File: config.mk
export PLATFORM = sky130hd
export DESIGN_NAME = readout_sequencer
export DESIGN_NICKNAME = d
export VERILOG_FILES = /design/src/rtl/sensor_pkg.sv /design/src/rtl/readout_sequencer_cycle_timer.sv /design/src/rtl/readout_sequencer.sv
export SDC_FILE = /design/constraint.sdc
export NUM_CORES = 1
export LEC_CHECK = 0
export BUFFER_PORTS_ARGS = -buffer_cell sky130_fd_sc_hd__buf_2
export CAP_MARGIN = 20
export CORE_MARGIN = 2
export CORE_UTILIZATION = 58
export DETAILED_ROUTE_END_ITERATION = 12
export PLACE_DENSITY_LB_ADDON = 0.15
export SETUP_SLACK_MARGIN = 0.05
export SYNTH_ARGS = -nofsm -noshare
export SYNTH_HDL_FRONTEND = slang
export SYNTH_SLANG_ARGS = --single-unit
File: constraint.sdc
create_clock -name clk -period 2.21 [get_ports clk]
set_input_delay 0.1105 -clock clk [delete_from_list [all_inputs] [get_ports clk]]
set_output_delay 0.1105 -clock clk [all_outputs]
set_load 0.02 [all_outputs]
File: src/rtl/sensor_pkg.sv
// Shared state encoding and default timing constants for the pixel-array readout sequencer.
// Latency: n/a. Backpressure: n/a.
package sensor_pkg;

    typedef enum logic [2:0] {
        SEQ_IDLE    = 3'd0,
        SEQ_ERASE   = 3'd1,
        SEQ_EXPOSE  = 3'd2,
        SEQ_CONVERT = 3'd3,
        SEQ_RELEASE = 3'd4,
        SEQ_DONE    = 3'd5
    } seq_state_t;

    localparam int DEF_ROWS           = 3;
    localparam int DEF_WIDTH          = 2;
    localparam int DEF_ERASE_CYCLES   = 4;
    localparam int DEF_EXPOSE_CYCLES  = 16;
    localparam int DEF_TIMEOUT_CYCLES = 1024;

    function automatic int max_of3(input int a, input int b, input int c);
        int m;
        m = (a > b) ? a : b;
        return (m > c) ? m : c;
    endfunction

endpackage

File: src/rtl/readout_sequencer_cycle_timer.sv
// Loadable down-counter with a zero flag; load wins over decrement, holds at zero.
// Latency: zero reflects the registered count. Backpressure: none.
module cycle_timer #(
    parameter int TW = 4
) (
    input  logic          clk,
    input  logic          reset,
    input  logic          load,
    input  logic          dec,
    input  logic [TW-1:0] load_val,
    output logic          zero
);

    logic [TW-1:0] count_q;
    logic [TW-1:0] count_d;

    always_comb begin
        count_d = count_q;
        if (load) begin
            count_d = load_val;
        end else if (dec && (count_q != '0)) begin
            count_d = count_q - TW'(1);
        end
    end

    always_ff @(posedge clk) begin
        if (reset) begin
            count_q <= '0;
        end else begin
            count_q <= count_d;
        end
    end

    assign zero = (count_q == '0);

endmodule

File: src/rtl/readout_sequencer.sv
// Frame sequencer for a pixel array: erase, expose, then convert each row with a per-state timeout.
// Latency: all outputs registered, one cycle after the state decision. Backpressure: none; start is ignored while busy.
module readout_sequencer
    import sensor_pkg::*;
#(
    parameter int ROWS           = DEF_ROWS,
    parameter int WIDTH          = DEF_WIDTH,
    parameter int ERASE_CYCLES   = DEF_ERASE_CYCLES,
    parameter int EXPOSE_CYCLES  = DEF_EXPOSE_CYCLES,
    parameter int TIMEOUT_CYCLES = DEF_TIMEOUT_CYCLES
) (
    input  logic           clk,
    input  logic           reset,
    input  logic           start,
    input  logic           row_done,
    output logic           erase,
    output logic           expose,
    output logic           enable,
    output logic [WIDTH:0] decoder_select,
    output logic           busy,
    output logic           frame_done,
    output logic           timeout_err
);

    localparam logic [2:0] ST_IDLE    = SEQ_IDLE;
    localparam logic [2:0] ST_ERASE   = SEQ_ERASE;
    localparam logic [2:0] ST_EXPOSE  = SEQ_EXPOSE;
    localparam logic [2:0] ST_CONVERT = SEQ_CONVERT;
    localparam logic [2:0] ST_RELEASE = SEQ_RELEASE;
    localparam logic [2:0] ST_DONE    = SEQ_DONE;

    // Timer reloads with N-1 so a state holding until zero lasts exactly N cycles.
    localparam int            MAXC      = max_of3(ERASE_CYCLES, EXPOSE_CYCLES, TIMEOUT_CYCLES);
    localparam int            TW        = $clog2(MAXC);
    localparam logic [TW-1:0] ERASE_LD  = TW'(ERASE_CYCLES - 1);
    localparam logic [TW-1:0] EXPOSE_LD = TW'(EXPOSE_CYCLES - 1);
    localparam logic [TW-1:0] TMO_LD    = TW'(TIMEOUT_CYCLES - 1);
    localparam logic [WIDTH:0] ROW_LAST = (WIDTH+1)'(ROWS - 1);

    logic [2:0]     state_q, state_d;
    logic [WIDTH:0] row_q, row_d;
    logic           erase_q, erase_d;
    logic           expose_q, expose_d;
    logic           enable_q, enable_d;
    logic           busy_q, busy_d;
    logic           frame_done_q, frame_done_d;
    logic           timeout_err_q, timeout_err_d;

    logic           tmr_load;
    logic           tmr_dec;
    logic [TW-1:0]  tmr_val;
    logic           tmr_zero;

    cycle_timer #(
        .TW(TW)
    ) u_timer (
        .clk      (clk),
        .reset    (reset),
        .load     (tmr_load),
        .dec      (tmr_dec),
        .load_val (tmr_val),
        .zero     (tmr_zero)
    );

    always_comb begin
        state_d       = state_q;
        row_d         = row_q;
        timeout_err_d = timeout_err_q;
        tmr_load      = 1'b0;
        tmr_dec       = 1'b0;
        tmr_val       = '0;

        case (state_q)
            ST_IDLE: begin
                if (start) begin
                    state_d       = ST_ERASE;
                    row_d         = '0;
                    timeout_err_d = 1'b0;
                    tmr_load      = 1'b1;
                    tmr_val       = ERASE_LD;
                end
            end
            ST_ERASE: begin
                if (tmr_zero) begin
                    state_d  = ST_EXPOSE;
                    tmr_load = 1'b1;
                    tmr_val  = EXPOSE_LD;
                end else begin
                    tmr_dec = 1'b1;
                end
            end
            ST_EXPOSE: begin
                if (tmr_zero) begin
                    state_d  = ST_CONVERT;
                    tmr_load = 1'b1;
                    tmr_val  = TMO_LD;
                end else begin
                    tmr_dec = 1'b1;
                end
            end
            ST_CONVERT: begin
                // A row_done arriving on the final allowed cycle still counts as success.
                if (row_done) begin
                    state_d  = ST_RELEASE;
                    tmr_load = 1'b1;
                    tmr_val  = TMO_LD;
                end else if (tmr_zero) begin
                    state_d       = ST_IDLE;
                    timeout_err_d = 1'b1;
                end else begin
                    tmr_dec = 1'b1;
                end
            end
            ST_RELEASE: begin
                if (!row_done) begin
                    if (row_q == ROW_LAST) begin
                        state_d = ST_DONE;
                    end else begin
                        state_d  = ST_CONVERT;
                        row_d    = row_q + (WIDTH+1)'(1);
                        tmr_load = 1'b1;
                        tmr_val  = TMO_LD;
                    end
                end else if (tmr_zero) begin
                    state_d       = ST_IDLE;
                    timeout_err_d = 1'b1;
                end else begin
                    tmr_dec = 1'b1;
                end
            end
            ST_DONE: begin
                state_d = ST_IDLE;
            end
            default: begin
                state_d = ST_IDLE;
            end
        endcase

        erase_d      = (state_d == ST_ERASE);
        expose_d     = (state_d == ST_EXPOSE);
        enable_d     = (state_d == ST_CONVERT);
        frame_done_d = (state_d == ST_DONE);
        busy_d       = (state_d != ST_IDLE);
    end

    always_ff @(posedge clk) begin
        if (reset) begin
            state_q       <= ST_IDLE;
            row_q         <= '0;
            erase_q       <= 1'b0;
            expose_q      <= 1'b0;
            enable_q      <= 1'b0;
            busy_q        <= 1'b0;
            frame_done_q  <= 1'b0;
            timeout_err_q <= 1'b0;
        end else begin
            state_q       <= state_d;
            row_q         <= row_d;
            erase_q       <= erase_d;
            expose_q      <= expose_d;
            enable_q      <= enable_d;
            busy_q        <= busy_d;
            frame_done_q  <= frame_done_d;
            timeout_err_q <= timeout_err_d;
        end
    end

    assign erase          = erase_q;
    assign expose         = expose_q;
    assign enable         = enable_q;
    assign decoder_select = row_q;
    assign busy           = busy_q;
    assign frame_done     = frame_done_q;
    assign timeout_err    = timeout_err_q;

endmodule

==> results.py, run 1 <==
metrics = {
    "cells_and_area": {
        "fillers": 198,
        "area_growth_pct": 10.7,
        "seqCellArea_um2": 443,
        "final_cell_count_no_fill": 202,
        "num_antenna_cells": 0,
        "final_area_um2": 1550,
        "multi_input_area_um2": 886,
        "nets": 183,
        "drive_gt1_frac": 0.247,
    },
    "detailed_routing": {
        "viasPerCell": 6.02,
        "ant_nets": 0,
        "wl_per_cell_um": 15.0,
        "routed_wl_um": 3030,
        "drt_iter0_markers": 36,
        "drc": 0,
        "drtPass1Iterations": 4,
        "vias": 1217,
    },
    "timing": {
        "tns_ps": 0,
        "worst_slack_ps": 219,
        "worst_slew_pin_slew_ps": 683,
        "timing.hold.ws_ps": 173,
        "fmax_ghz": 0.502,
        "final-setup-viol-count": 0,
        "hold_viol": 0,
        "drv_slew": 0,
        "min_period_over_period": 0.901,
        "clock_skew_ps": 8.72,
        "rsz0062_at_grt": "false",
        "fin_crit_ps": 1990,
        "relSlewSlack": 0.540,
    },
    "clock_network": {
        "cts.repair.resized": 0,
        "cts.hold.buffers_added": 0,
        "htree_levels": 1,
        "clk_pin_slew_ps": 130,
        "cts.path.max_buffers": 2,
        "cts_tree": "yes",
        "clk_latency_ps": 310,
        "clock-sinks": 22,
        "root_buffer": "clkbuf_4",
        "cts_setup_buffers": 0,
        "numCtsBuffers": 3,
    },
    "place": {
        "post-place-ws_ps": 135,
        "gp_congestion": 0.926,
        "dpl_cell_area_um2": 1490,
        "io_buffers": 12,
        "dp_hpwl_um": 2280,
        "placed_cells": 198,
    },
    "grt": {
        "grt_util_all_layers": 0.247,
        "grt_pass1_vias": 1102,
        "gr-total-overflow": 0,
        "grt_max_degree": 15,
        "antenna_found_initial": 0,
        "grt_pass1_wl_um": 5110,
    },
    "floorplan": {
        "die_h_um": 53.1,
        "rows": 17,
        "core_area_um2": 2250,
        "start_util": 0.620,
        "die-area_um2": 2820,
        "ios": 13,
        "die_w_um": 53.1,
    },
    "synth": {
        "synthesis.area_um2": 1400,
        "syn_avg_cell_area_um2": 8.79,
        "postSynthCellCount": 159,
        "syn_nets": 167,
        "synth-seq-cells": 22,
        "synth_warnings": 0,
        "seq_area_frac_synth": 0.315,
        "ys_types": 53,
    },
    "setup_path": {
        "critPathKind": "reg -> reg",
        "worstSetupStartpointType": "register",
        "required_ps": 2420,
        "end_kind": "register",
        "arrival_ps": 2200,
        "cp_max_fo": 10,
    },
    "power_and_ir_drop": {
        "powerDensity_nw_per_um2": 1470,
        "vdd_drop_max_v": 0.000861,
        "power.leakage_nw": 0.633,
    },
    "worst_hold_path": {
        "worst_hold_path_type": "in -> reg",
    },
    "job": {
        "drv_cap": 0,
    },
    "outcome": {
        "status": "completed",
    },
}
==> report_power, final <==
part           total, mW  internal (mW)  switching [mW]  leakage, nW
Clock              0.305          0.183           0.122       0.0279
Combinational       1.32          0.588           0.731        0.424
Sequential         0.654          0.515           0.139        0.181
==> area by class of cell <==
cell class | count | area share
Tap cell | 28 | 0.0226
Clock buffer | 3 | 0.0146
Clock inverter | 1 | 0.0194
Timing Repair Buffer | 17 | 0.0631
Inverter | 9 | 0.0218
Sequential cell | 22 | 0.286
Multi-Input combinational cell | 122 | 0.572
==> path summary, 6_finish.rpt <==
check,from,endpoint,slack [ps],cells after the start
worst max-delay path,state_q[2],u_timer.count_q[7],220,6
worst max register to register,state_q[2],u_timer.count_q[7],220,6
worst min register to register,timeout_err,timeout_err,470,2
worst min-delay path,reset,timeout_err,170,2
==> registers in the layout, indices dropped and copies added (netlist names) <==
register,cells
state_q,3
expose,1
erase,1
decoder_select,3
busy,1
enable,1
frame_done,1
u_timer.count_q,10
timeout_err,1
==> cell usage after synthesis, drive strengths merged <==
cell     instances  area (um2)
a211oi           4        30.0
nor3b            6        60.1
xnor2            1        8.76
and3             4        25.0
a21o             1        7.51
o211ai           2        20.0
nand4bb          1        11.3
inv              9        33.8
clkbuf           1        3.75
o2111ai          1        8.76
o22a             1        8.76
nor4b            3        41.3
o31ai            2        33.8
a21oi            9        48.8
a31oi            5        46.3
dfxtp           22         440
o21ai           12        60.1
nand2            6        22.5
buf              5        40.0
o211a            2        20.0
mux2             3        41.3
or3              3        18.8
ha               4        50.1
or2              2        12.5
nand2b           3        18.8
and2             3        21.3
nor2b            4        25.0
nand3b           1        7.51
a311o            1        10.0
nor2            12        45.0
o311ai           1        8.76
o21ba            1        10.0
a31o             2        17.5
nor3             7        40.0
nor4             2        12.5
o21bai           1        7.51
nand3            9        57.6
nand4            2        12.5
and4b            1        10.0
==> metal layers <==
| metal | vias to the layer above | global-route usage | part of all wire |
|---|---|---|---|
| li1 | 621 | - | - |
| met1 | 575 | 0.311 | 0.44 |
| met2 | 19 | 0.425 | 0.53 |
| met3 | 2 | 0.0282 | 0.027 |
| met4 | 0 | 0.0983 | 0.0056 |
| met5 | - | 0 | 0 |
==> cells in the final DEF (no fill, tap or decap), drive strengths merged, types with 3 or more instances in the layout <==
cell type	synthesis	final
buf	5	17
o21ai	12	12
nand2b	3	3
nor3b	6	6
nor3	7	7
clkbuf	1	3
a31oi	5	5
a211oi	4	4
or3	3	3
and2	3	3
inv	9	9
and3	4	4
dfxtp	22	22
mux2	3	3
nor2b	4	4
nor2	12	12
ha	4	4
nand3	9	9
nand2	6	6
a21oi	9	9
nor4b	3	3
==> stage by stage <==
stage / util / power, mW
after floorplan: - / 1.68
after global placement: 0.659 / 1.92
after detailed placement: 0.659 / 1.96
after CTS: 0.683 / 2.27
after global routing: 0.686 / 2.47
final: 0.686 / 2.28
==> cells by family after synthesis <==
group	after synthesis	synth area share
simple gates	69	0.316
flops	22	0.315
compound gates	45	0.242
mux	3	0.0295
buf+inv	15	0.0555
fa+ha+maj	4	0.0358
xor+xnor	1	0.00627
==> worst max-delay path, stage by stage (launching register included) <==
cell,delay (ps)
dfxtp_1,420
buf_4,200
nor3b_2,320
o21ai_0,180
o21ai_1,290
o21ai_0,140
a311o_1,350
Power figures use the tool's default switching activity.
==> run 2, diff against run 1 <==
- ABC_AREA: not set -> 1
- CORE_UTILIZATION: 58 -> 52
==> run 2 against run 1 <==
Compared with the run above:
- design area is 2.9% lower
- combinational power down 17%
- first-iteration DRC count down 53%
- critical path depth is 5 higher
- setup slack better by 210 ps
- routed wire length shrank 4.8%
- die area rose by 7.7%
- register-to-register slack improved by 210 ps
- highest routed layer unchanged
==> results.py, run 2 <==
metrics = {
    "outcome": {
        "status": "completed",
    },
    "power_and_ir_drop": {
        "clkPwrFrac": 0.153,
        "power.total_mw": 2.04,
        "seqPwrFrac": 0.304,
        "power.leakage_nw": 0.818,
        "power_switching_mw": 0.953,
        "sw_frac_of_total": 0.468,
        "intPower_mw": 1.08,
        "powerDensity_nw_per_um2": 1350,
        "vdd_drop_max_v": 0.000919,
        "power.share.combinational": 0.542,
    },
    "grt": {
        "grt_max_degree": 14,
        "globalRouteMet2Util": 0.369,
        "use_met1": 0.284,
        "grt_pass1_wl_um": 4860,
        "met3_usage": 0.0618,
        "antenna_found_initial": 0,
        "grt.busiest_layer": "met2",
        "gr-total-overflow": 0,
        "grt_util_all_layers": 0.226,
        "grt_pass1_vias": 1145,
    },
    "clock_network": {
        "clk_pin_slew_ps": 130,
        "clock-sinks": 22,
        "cts_tree": "yes",
        "cts.path.max_buffers": 2,
        "root_buffer": "clkbuf_4",
        "cts.repair.resized": 0,
        "htree_levels": 1,
        "numCtsBuffers": 3,
        "cts_setup_buffers": 0,
        "clk_latency_ps": 320,
    },
    "cells_and_area": {
        "drive_gt1_frac": 0.153,
        "final_cell_count_no_fill": 259,
        "area_growth_pct": 10.7,
        "utilization": 0.607,
        "num_antenna_cells": 0,
        "largest-register": "u_timer.count_q",
        "mostFrequentLayoutCells": "58 x nand2_1, 44 x nor2_1, 26 x inv_1, 22 x dfxtp_1, 17 x nand3_1",
        "seqCellArea_um2": 440,
        "fillers": 243,
        "multi_input_area_um2": 786,
        "largest_reg_flops": 10,
        "final_common_cell": "nand2_1",
        "nets": 238,
        "final_area_um2": 1500,
    },
    "synth": {
        "ys.flop_type": "dfxtp_1",
        "synthesis.area_um2": 1360,
        "synth_common_cells": "58 x nand2_1, 44 x nor2_1, 26 x inv_1, 22 x dfxtp_1, 17 x nand3_1",
        "synth-seq-cells": 22,
        "syn_avg_cell_area_um2": 6.34,
        "async_flop_share": 0,
        "syn_nets": 222,
        "post-synth-top-count-cell": "nand2_1",
        "seq_area_frac_synth": 0.324,
        "yosysTopAreaCell": "dfxtp_1",
        "synth_edf_count": 0,
        "synth_area_leaders": "dfxtp_1 32%, nand2_1 16%, nor2_1 12%",
        "synth_warnings": 0,
        "ys_types": 24,
        "postSynthCellCount": 214,
        "synth.top_cell.area_share": 0.324,
    },
    "floorplan": {
        "ios": 13,
        "die_w_um": 55.1,
        "rows": 18,
        "die_h_um": 55.1,
        "start_util": 0.548,
        "die-area_um2": 3040,
        "core_area_um2": 2480,
    },
    "setup_path": {
        "end_kind": "register",
        "required_ps": 2440,
        "arrival_ps": 2010,
        "cp_max_fo": 13,
        "worstSetupStartpointType": "register",
        "critPathKind": "reg -> reg",
    },
    "detailed_routing": {
        "routed_wl_um": 2890,
        "drc": 0,
        "ant_nets": 0,
        "drt_iter0_markers": 17,
        "wl_per_cell_um": 11.1,
        "drtPass1Iterations": 4,
        "vias": 1301,
        "viasPerCell": 5.02,
    },
    "place": {
        "placed_cells": 254,
        "gp_congestion": 0.903,
        "post-place-ws_ps": 433,
        "dp_hpwl_um": 2300,
        "io_buffers": 12,
        "dpl_cell_area_um2": 1440,
    },
    "timing": {
        "relSlewSlack": 0.748,
        "final-setup-viol-count": 0,
        "clock_skew_ps": 3.61,
        "tns_ps": 0,
        "drv_slew": 0,
        "worst_slew_pin_slew_ps": 377,
        "fin_crit_ps": 1780,
        "min_period_over_period": 0.806,
        "worst_slack_ps": 428,
        "timing.hold.ws_ps": 292,
        "hold_viol": 0,
        "fmax_ghz": 0.561,
        "rsz0062_at_grt": "false",
    },
    "job": {
        "drv_cap": 0,
    },
    "worst_hold_path": {
        "worst_hold_path_type": "in -> reg",
    },
}
[run 2: cell count changes in the layout (fill, tap and decap cells not counted), sizes merged, moves of 5 or more]
cell / delta
nor3: -5
xor2: +5
nand2: +54
inv: +22
nor3b: -6
nor2: +37
nand3: +13
buf: -5
o21ai: -8
[run 2: worst paths after layout]
| path | from | end | slack (ps) | cells after the start |
|---|---|---|---|---|
| setup / recovery | u_timer.count_q[0] | u_timer.count_q[9] | 430 | 11 |
| hold / removal | start | timeout_err | 290 | 6 |
| setup reg to reg | u_timer.count_q[0] | u_timer.count_q[9] | 430 | 11 |
| hold reg to reg | decoder_select[2] | decoder_select[2] | 520 | 2 |
[run 2: cells by family after synthesis]
family	synth area share
compound gates	0.0489
xor+xnor	0.0323
fa+ha+maj	0.0369
buf+inv	0.0968
flops	0.324
simple gates	0.461
[run 2: layout make-up]
class	instances	area share
multi-input cells	159	0.523
clock buffers	3	0.0150
inverters	31	0.0774
clock inverters	1	0.0200
flip-flops and latches	22	0.293
repair buffers	13	0.0466
well taps	30	0.0250
[run 2: worst max-delay path, stage by stage, from the launching register on]
cell	delay [ps]
dfxtp_1	330
inv_1	140
ha_1	230
nand2_1	70
nor2_1	130
nand3_2	130
o21ai_2	90
nand2_2	100
nor2_4	260
nand2_1	90
nand2_1	70
nor2_1	40
[run 2: power by group through the flow]
stage	combinational, mW	clock, mW	sequential, mW
global placement	1.07	0	0.623
floorplan	0.900	0	0.626
CTS	1.10	0.318	0.617
detailed placement	1.10	0	0.626
global route	1.27	0.336	0.632
finish	1.10	0.312	0.619
[run 2: per-layer routing]
layer,part of all wire,vias up
met5,0,-
met4,0.016,0
met3,0.031,7
met2,0.47,17
met1,0.49,586
li1,-,691
[run 2: what timing repair did]
item,CTS,global route
endpoints found under the setup margin,0,0
hold buffers,0,1
hold endpoints to repair,0,3
==> run 3, diff against run 2 <==
- clock period: 2.21 -> 1.68 ns (I/O delays scaled with it)
==> run 3 against run 2 <==
Compared with the run above:
- global-route usage down 0.39 points
- sequential power up 37%
- combinational power up 57%
- via count up 8.4%
- power up 41%
- largest power group unchanged
==> results.py, run 3 (same netlist as run 2, synthesis figures left out) <==
metrics = {
    "timing": {
        "worst_slack_ps": 138,
        "drv_slew": 0,
        "relSlewSlack": 0.723,
        "final-setup-viol-count": 0,
        "timing.hold.ws_ps": 237,
        "clock_skew_ps": 5.97,
        "min_period_over_period": 0.918,
        "hold_viol": 0,
        "rsz0062_at_grt": "true",
        "fmax_ghz": 0.649,
        "tns_ps": 0,
        "fin_crit_ps": 1540,
        "worst_slew_pin_slew_ps": 415,
    },
    "setup_path": {
        "r2r-start": "decoder_select[0]",
        "arrival_ps": 1760,
        "critPathKind": "reg -> reg",
        "r2r_end": "u_timer.count_q[2]",
        "r2r_slack_ps": 140,
        "cp_max_fo": 7,
        "ff2ff_path_depth": 11,
        "end_kind": "register",
        "worstSetupStartpointType": "register",
        "required_ps": 1890,
    },
    "grt": {
        "antenna_found_initial": 0,
        "grt_pass1_wl_um": 4870,
        "grt_pass1_vias": 1160,
        "gr-total-overflow": 0,
        "grt_max_degree": 13,
        "grt_util_all_layers": 0.222,
    },
    "place": {
        "dp_hpwl_um": 2280,
        "gp_congestion": 0.873,
        "io_buffers": 12,
        "post-place-ws_ps": 14.7,
    },
    "cells_and_area": {
        "num_antenna_cells": 0,
        "largest-register": "u_timer.count_q",
        "fillers": 221,
        "nets": 246,
        "drive_gt1_frac": 0.266,
        "mostFrequentLayoutCells": "52 x nand2_1, 40 x nor2_1, 23 x inv_1, 18 x dfxtp_1, 17 x nand3_1",
        "final_common_cell": "nand2_1",
        "area_growth_pct": 20.4,
        "largest_reg_flops": 10,
    },
    "worst_hold_path": {
        "worstHoldPathCells": 6,
        "hold_start": "start",
        "worst_hold_path_type": "in -> reg",
        "hold_path_end": "timeout_err",
    },
    "power_and_ir_drop": {
        "seqPwrFrac": 0.295,
        "sw_frac_of_total": 0.491,
        "power.total_mw": 2.88,
        "clkPwrFrac": 0.104,
        "power_switching_mw": 1.41,
        "power.share.combinational": 0.601,
        "powerDensity_nw_per_um2": 1760,
        "vdd_drop_max_v": 0.00143,
        "power.leakage_nw": 0.860,
        "intPower_mw": 1.46,
    },
    "clock_network": {
        "clk_pin_slew_ps": 130,
        "root_buffer": "clkbuf_4",
        "cts.path.max_buffers": 2,
        "clock-sinks": 22,
        "htree_levels": 1,
        "numCtsBuffers": 3,
        "clk_latency_ps": 310,
        "cts_tree": "yes",
    },
    "floorplan": {
        "ios": 13,
        "die-area_um2": 3040,
        "die_h_um": 55.1,
        "start_util": 0.548,
        "die_w_um": 55.1,
        "core_area_um2": 2480,
        "rows": 18,
    },
    "detailed_routing": {
        "drtPass1Iterations": 5,
        "wl_per_cell_um": 12.2,
        "viasPerCell": 5.28,
        "drc": 0,
        "routed_wl_um": 3270,
        "drt_iter0_markers": 71,
        "vias": 1410,
        "ant_nets": 0,
    },
    "job": {
        "drv_cap": 0,
    },
    "outcome": {
        "status": "completed",
    },
}
-- run 3: cell types whose count changed in the layout (fill, tap and decap cells not counted), sizes merged --
cell    delta
buf        +7
clkbuf     +1
nor2       +1
bufinv     -1
-- run 3: worst max-delay path by stage --
| stage | start | to | cells after the start |
|---|---|---|---|
| after floorplan | decoder_select[0] | u_timer.count_q[2] | 11 |
| after global placement | u_timer.count_q[1] | u_timer.count_q[9] | 11 |
| after detailed placement | u_timer.count_q[1] | busy | 10 |
| after CTS | u_timer.count_q[0] | busy | 10 |
| after global routing | decoder_select[0] | u_timer.count_q[2] | 11 |
| final | decoder_select[0] | u_timer.count_q[2] | 11 |
-- run 3: critical path: stages (launching register included) --
cell and delay [ps]:
dfxtp_2 360, inv_2 80, ha_4 140, nand2_4 50, nand2_2 60, nor2_2 50, nor2_4 170, nand3_4 130
nor2_4 220, nand2_1 70, nand2_1 60, nor2_1 50
-- run 3: power by group through the flow --
| stage | logic, mW | clock network (mW) | registers [mW] |
|---|---|---|---|
| after floorplan | 1.18 | 0 | 0.823 |
| after global placement | 1.47 | 0 | 0.820 |
| after detailed placement | 1.49 | 0 | 0.826 |
| after CTS | 1.57 | 0.308 | 0.816 |
| after global routing | 1.94 | 0.326 | 0.863 |
| final | 1.73 | 0.301 | 0.848 |
-- run 3: through the flow --
step / instances / area [um2] / util
2_1_floorplan: 214 / 1360 / -
3_3_place_gp: 257 / 1460 / 0.590
3_5_place_dp: 257 / 1460 / 0.590
4_1_cts: 263 / 1540 / 0.621
5_1_grt: 267 / 1630 / 0.660
6_report: 267 / 1630 / 0.660
-- run 3: area by class of cell --
cell class,count,area (um2),share of cell area
multi-input cells,160,870,0.532
flip-flops and latches,22,445,0.273
repair buffers,20,126,0.0773
inverters,31,119,0.0727
well taps,30,37.5,0.0230
clock buffers,4,36.3,0.0222
-- run 3: timing repair --
action                                 4_1_cts  5_1_grt
setup endpoints to repair                   13       19
hold buffers                                 1        0
endpoints found under the hold margin        3        0
buffers inserted                             0        4
gates resized for setup                      5       23
cloned                                       1        0
pin swaps                                    2       10
-- run 3: routing by layer --
metal / share of wire / vias to the layer above / routed length, um / track usage
li1: - / 709 / - / -
met1: 0.44 / 629 / 1450 / 0.299
met2: 0.47 / 60 / 1540 / 0.363
met3: 0.068 / 12 / 223 / 0.0242
met4: 0.015 / 0 / 50 / 0.0894
met5: 0 / - / 0 / 0
